## src/rtl/retire_stage.sv

```systemverilog
// retire_stage: in-order commit of the ROB head (tag free, AMT write, stores, mispredict flush, halt).
// Optional macro RETIRE_STATS_EN adds a free-running 64-bit commit counter on retire_count.
module retire_stage #(
  parameter int XLEN   = 32,
  parameter int PREG_W = 6
) (
  input  logic              clock,
  input  logic              reset,
  input  logic              retire_en,
  input  logic [PREG_W:0]   retire_t,
  input  logic [PREG_W:0]   retire_t_old,
  input  logic              halt,
  input  logic              wr_mem,
  input  logic [4:0]        dest_reg_idx,
  input  logic [XLEN-1:0]   NPC,
  input  logic [XLEN-1:0]   result,
  input  logic [XLEN-1:0]   rs2_value,
  input  logic              take_branch,
  input  logic [1:0]        mem_size,
  output logic              ir_stall,
  output logic              free_en,
  output logic [PREG_W:0]   free_t,
  output logic              amt_wr_en,
  output logic [4:0]        amt_idx,
  output logic [PREG_W:0]   amt_t,
  output logic              mem_req_valid,
  input  logic              mem_req_ready,
  output logic [XLEN-1:0]   mem_addr,
  output logic [XLEN-1:0]   mem_data,
  output logic [1:0]        mem_size_out,
  output logic              flush_en,
  output logic [XLEN-1:0]   flush_pc,
  output logic              halted,
  output logic [63:0]       retire_count
);

  typedef enum logic [1:0] {
    IDLE    = 2'd0,
    ST_REQ  = 2'd1,
    ST_DONE = 2'd2,
    HALTED  = 2'd3
  } state_t;

  state_t            state_r;
  state_t            state_s;
  logic              commit_s;
  logic              buf_load_s;
  logic [XLEN-1:0]   buf_addr_r;
  logic [XLEN-1:0]   buf_data_r;
  logic [1:0]        buf_size_r;

  // The head's next-PC is not needed to commit; fold it away explicitly.
  logic unused_s;
  assign unused_s = ^NPC;

  // FSM state register
  always_ff @(posedge clock) begin
    if (reset) state_r <= IDLE;
    else       state_r <= state_s;
  end

  // Store buffer: captured when the head store is accepted from IDLE
  always_ff @(posedge clock) begin
    if (reset) begin
      buf_addr_r <= {XLEN{1'b0}};
      buf_data_r <= {XLEN{1'b0}};
      buf_size_r <= 2'b00;
    end else if (buf_load_s) begin
      buf_addr_r <= result;
      buf_data_r <= rs2_value;
      buf_size_r <= mem_size;
    end
  end

  // Next state, stall/handshake controls and commit decision
  always_comb begin
    state_s       = state_r;
    commit_s      = 1'b0;
    buf_load_s    = 1'b0;
    ir_stall      = 1'b0;
    mem_req_valid = 1'b0;
    halted        = 1'b0;
    if (reset) begin
      state_s = IDLE;
    end else begin
      case (state_r)
        IDLE: begin
          if (retire_en && halt) begin
            ir_stall = 1'b1;
            state_s  = HALTED;
          end else if (retire_en && wr_mem) begin
            ir_stall   = 1'b1;
            buf_load_s = 1'b1;
            state_s    = ST_REQ;
          end else if (retire_en) begin
            commit_s = 1'b1;
          end else begin
            commit_s = 1'b0;
          end
        end
        ST_REQ: begin
          ir_stall      = 1'b1;
          mem_req_valid = 1'b1;
          if (mem_req_ready) state_s = ST_DONE;
          else               state_s = ST_REQ;
        end
        ST_DONE: begin
          commit_s = 1'b1;
          state_s  = IDLE;
        end
        HALTED: begin
          ir_stall = 1'b1;
          halted   = 1'b1;
          state_s  = HALTED;
        end
        default: state_s = IDLE;
      endcase
    end
  end

  // Commit-side and memory-request datapath outputs
  always_comb begin
    free_en      = 1'b0;
    free_t       = {(PREG_W+1){1'b0}};
    amt_wr_en    = 1'b0;
    amt_idx      = 5'd0;
    amt_t        = {(PREG_W+1){1'b0}};
    flush_en     = 1'b0;
    flush_pc     = {XLEN{1'b0}};
    mem_addr     = {XLEN{1'b0}};
    mem_data     = {XLEN{1'b0}};
    mem_size_out = 2'b00;
    if (commit_s) begin
      free_en   = retire_t_old[PREG_W];
      free_t    = retire_t_old;
      amt_wr_en = retire_t[PREG_W] && (dest_reg_idx != 5'd0);
      amt_idx   = dest_reg_idx;
      amt_t     = retire_t;
      flush_en  = take_branch;
      flush_pc  = result;
    end else begin
      free_en = 1'b0;
    end
    if (mem_req_valid) begin
      mem_addr     = buf_addr_r;
      mem_data     = buf_data_r;
      mem_size_out = buf_size_r;
    end else begin
      mem_size_out = 2'b00;
    end
  end

`ifdef RETIRE_STATS_EN
  logic [63:0] count_r;

  // Free-running commit counter
  always_ff @(posedge clock) begin
    if (reset)         count_r <= 64'd0;
    else if (commit_s) count_r <= count_r + 64'd1;
  end

  assign retire_count = reset ? 64'd0 : count_r;
`else
  assign retire_count = 64'd0;
`endif

endmodule

```

## config.mk

```make
export PLATFORM = sky130hd
export DESIGN_NAME = retire_stage
export DESIGN_NICKNAME = d
export VERILOG_FILES = /design/src/rtl/retire_stage.sv
export SDC_FILE = /design/constraint.sdc
export NUM_CORES = 1
export LEC_CHECK = 0
export ABC_AREA = 1
export ABC_CLOCK_PERIOD_IN_PS = 1350
export CAP_MARGIN = 20
export CELL_PAD_IN_SITES_DETAIL_PLACEMENT = 0
export CELL_PAD_IN_SITES_GLOBAL_PLACEMENT = 1
export CORE_MARGIN = 2
export CORE_UTILIZATION = 22
export DETAILED_ROUTE_END_ITERATION = 8
export HOLD_SLACK_MARGIN = 0.03
export PLACE_DENSITY = 0.8
export REMOVE_ABC_BUFFERS = 1
export SETUP_SLACK_MARGIN = 0.05
export SLEW_MARGIN = 10
export SYNTH_ARGS = -nofsm -noshare
export SYNTH_HDL_FRONTEND = slang
export SYNTH_SLANG_ARGS = --single-unit
```

## constraint.sdc

```tcl
create_clock -name clock -period 1.35 [get_ports clock]
set_input_delay 0.135 -clock clock [delete_from_list [all_inputs] [get_ports clock]]
set_output_delay 0.135 -clock clock [all_outputs]
set_load 0.01 [all_outputs]
```

==> summary.txt <==
Pwr
  • Clock share of power: 0.346
  • Peak supply drop: 0.459 mV
  • Cell Pwr Density: 788 nW/um^2
  • Logic gate share of total power: 0.317
  • Switching share of total power: 0.314
  • Sequential share of power: 0.338
  • Leakage: 3.98 nW
  • Switching Power: 0.00199 W
  • Pint: 0.00436 W

Setup path
  • CP Class: flip-flop to primary output
  • Crit path DAT: 1.56 ns
  • CP Max Fanout: 9
  • R2r startpoint: state_r[1]$_SDFFE_PP0P_
  • CP top delay family: buffers and inverters
  • Crit. End Element: primary output
  • Reg2reg path depth: 9
  • Bufs and invs on worst path: 6
  • CP Launch Point: state_r[0]$_SDFFE_PP0P_
  • Worst setup SP type: flip-flop
  • Slowest stage delay, CP: 0.33 ns
  • Number of cells on the critical path: 9
  • CP max stage cell: dfxtp_2
  • CP cell instances: inv_2 > nor2_2 > inv_2 > nor2_4 > inv_8 > buf_12 > buf_4 > nor2_4 > buf_6
  • CP endpoint: mem_addr[27]
  • Worst r2r dst: buf_data_r[8]$_SDFFE_PP0P_
  • Worst EP required: 1.22 ns
  • Setup slack on the worst flop-to-flop path: -0.15 ns

Routing
  • Routed WL: 18.4 mm
  • Via-per-instance ratio: 3.93
  • DR pass1 iterations: 4
  • Iter 0 DRT Violations: 117
  • Via count: 4943
  • Post-route ant nets: 0
  • Drt drc: 0
  • Wire length per cell: 14.6 um

Clocking
  • Clk sinks: 68
  • Clk slew on worst S/H paths: 0.06 ns
  • CTS Buf Count: 9
  • Clock Path Buffers: 2
  • CTS root buffer: clkbuf_16
  • CTS HTree Levels: 3
  • TritonCTS clock tree: yes
  • Clk_lat worst skew: 0.34 ns

Floorplan
  • Die Footprint: 21100 sq um
  • Top-Level Pins: 311
  • Row Count: 51
  • Die Width: 145 um
  • Core Footprint: 19500 sq um
  • Initial Util: 0.225
  • Die span in y: 145 um

Global routing
  • Total track usage: 0.138
  • Met1 usage: 0.162
  • Total congestion overflow: 0
  • M3 GR Usage: 0.0387
  • Grt met2 use: 0.244
  • Largest net degree at the start of global routing: 46
  • Via count of the first global-routing pass: 4317
  • Initial antenna violation count: 1
  • First-pass GRT wire length: 23.2 mm
  • Gr busiest metal: met2

STA
  • Slew of the pin with the lowest slew margin: 0.555 ns
  • Setup violations, final: 188
  • Fin Hold WS: 0.340 ns
  • Normalized max-slew margin: 0.630
  • Achievable Freq: 591 MHz
  • Fin crit share: 1.25
  • Clock Skew: 0.00548 ns
  • Minimum clock period: 1.69 ns
  • Hold Fails Final Rpt: 0
  • Final-report max-slew violation count: 0
  • Worst Slack Setup Final: -0.342 ns
  • RSZ-0062 raised after global routing: true

Synthesis
  • Count of cell types in the netlist: 17
  • Largest family of logic cells by synthesized area: simple AND/OR/NAND/NOR gates
  • Synthesized area: 4390 sq um
  • Largest cells by area after synthesis: dfxtp_1 31%, buf_4 13%, nor2_1 13%, nand2_1 12%, inv_1 10%
  • Synth Area in Adders: 0
  • Synth top area share: 0.310
  • Post-synthesis sequential area ratio: 0.310
  • Simple-gate share of the synthesized area: 0.409
  • Leading area contributor after synthesis: dfxtp_1
  • Post-Synthesis Cells: 712
  • #FFs+latches synth: 68
  • Area fraction in compound gates after synthesis: 0.00456
  • Synthesis Warnings: 0
  • Post-synthesis xor/xnor area fraction: 0
  • Multiplexer share of the synthesized area: 0
  • Average footprint of a synthesized cell: 6.17 sq um

Flow run
  • Max Cap Viol: 0

Final layout
  • Fin area: 8070 sq um
  • Area Growth Syn to Fin: 83.6%
  • Post-layout nets: 1112
  • Fraction of layout cells with a size suffix above 1: 0.404

Outcome
  • Failing checks: setup timing
  • Status: finished, violations left

Placement
  • Detailed placer's ending HPWL: 9.97 mm
  • GPL Wtd Cong: 0.735
  • Placed Instance Area: 6880 sq um
  • Buffers on Ports: 214

Min path
  • HP Class: primary input to flip-flop
  • WHS Path Cells: 6
## worst reg2reg max path, stage by stage (launching register included)
cell and delay [ns]:
dfxtp_2 0.32, buf_6 0.12, inv_4 0.05, buf_6 0.11
nand2_4 0.05, nor2_4 0.23, nand2_8 0.17, clkbuf_16 0.23
nand2_1 0.08, nand2_1 0.04
## per-layer routing
metal  vias up  wire [um]
met1      2244       7660
met3        17       1020
li1       2489          -
met4         0        285
met2       193       9420
met5         -          0
## worst min path at each step
stage | to | startpoint | slack (ns)
4_1_cts | buf_data_r[15]$_SDFFE_PP0P_ | rs2_value[15] | 0.34
3_5_place_dp | buf_data_r[0]$_SDFFE_PP0P_ | buf_data_r[0]$_SDFFE_PP0P_ | 0.51
6_report | state_r[1]$_SDFFE_PP0P_ | retire_en | 0.34
3_3_place_gp | buf_data_r[9]$_SDFFE_PP0P_ | buf_data_r[9]$_SDFFE_PP0P_ | 0.51
5_1_grt | buf_data_r[29]$_SDFFE_PP0P_ | rs2_value[29] | 0.35
2_1_floorplan | state_r[1]$_SDFFE_PP0P_ | reset | 0.20
## kinds of logic after synthesis
kind of cell,count (synthesis)
simple gates,408
flops,68
compound gates,4
buf+inv,231
other cells,1
## synth_stat cells (all sizes together)
master and count:
nand3 69, o21ai 2, a21oi 2, nand2 144, inv 125, nor2 194, dfxtp 68, nor3 1
conb 1, clkbuf 11, buf 95
## metrics by stage
stage	setup TNS (ns)	cells	power, W	utilization	setup WS, ns
after floorplan	-109.43	669	0.00278	-	-0.990
after global placement	-74.63	1204	0.00366	0.352	-0.675
after detailed placement	-75.50	1204	0.00366	0.352	-0.686
after CTS	-47.16	1229	0.00597	0.359	-0.460
after global routing	-54.11	1258	0.00666	0.413	-0.427
final	-39.83	1259	0.00635	0.413	-0.342
## power groups by stage
stage	clock network [W]	registers, W	logic [W]
2_1_floorplan	0	0.00219	0.000597
3_3_place_gp	0	0.00218	0.00148
3_5_place_dp	0	0.00219	0.00147
4_1_cts	0.00228	0.00215	0.00155
5_1_grt	0.00235	0.00215	0.00216
6_report	0.00220	0.00215	0.00201
## area by class of cell
class / count / area [sq um]
antenna: 1 / 2.50
timing repair buffer: 308 / 2990
clock buffer: 14 / 254
sequential: 68 / 1360
clock inverter: 2 / 10.0
tap: 265 / 332
multi-input combinational: 476 / 2640
fill: 2107 / 11500
inverter: 125 / 479
## sequential cells by signal, indices dropped and copies added, names as in the netlist
register / flops
buf_addr_r: 32
buf_data_r: 32
buf_size_r: 2
state_r: 2
## cell usage in the layout, fill, tap and decap left out, types with 2 or more instances in the layout
master and instances:
buf_12 10, buf_16 3, buf_2 89, buf_4 48, buf_6 44, buf_8 4, clkbuf_1 4, clkbuf_16 25
clkdlybuf4s15_2 2, clkdlybuf4s50_1 89, clkinv_2 2, conb_1 64, dfxtp_1 66, dfxtp_2 2, dlymetal6s2s_1 2, inv_1 120
inv_2 3, nand2_1 95, nand2_2 30, nand2_4 18, nand3_1 57, nand3_2 12, nor2_1 92, nor2_2 62
nor2_4 40, o21ai_0 2
## what timing repair did
item	in CTS	in global routing
gates resized for setup	507	210
hold buffers	0	0
endpoints found under the setup margin	189	189
pin swaps	3	22
gates cloned	3	22
buffers inserted	6	9
Power figures use the tool's default switching activity.
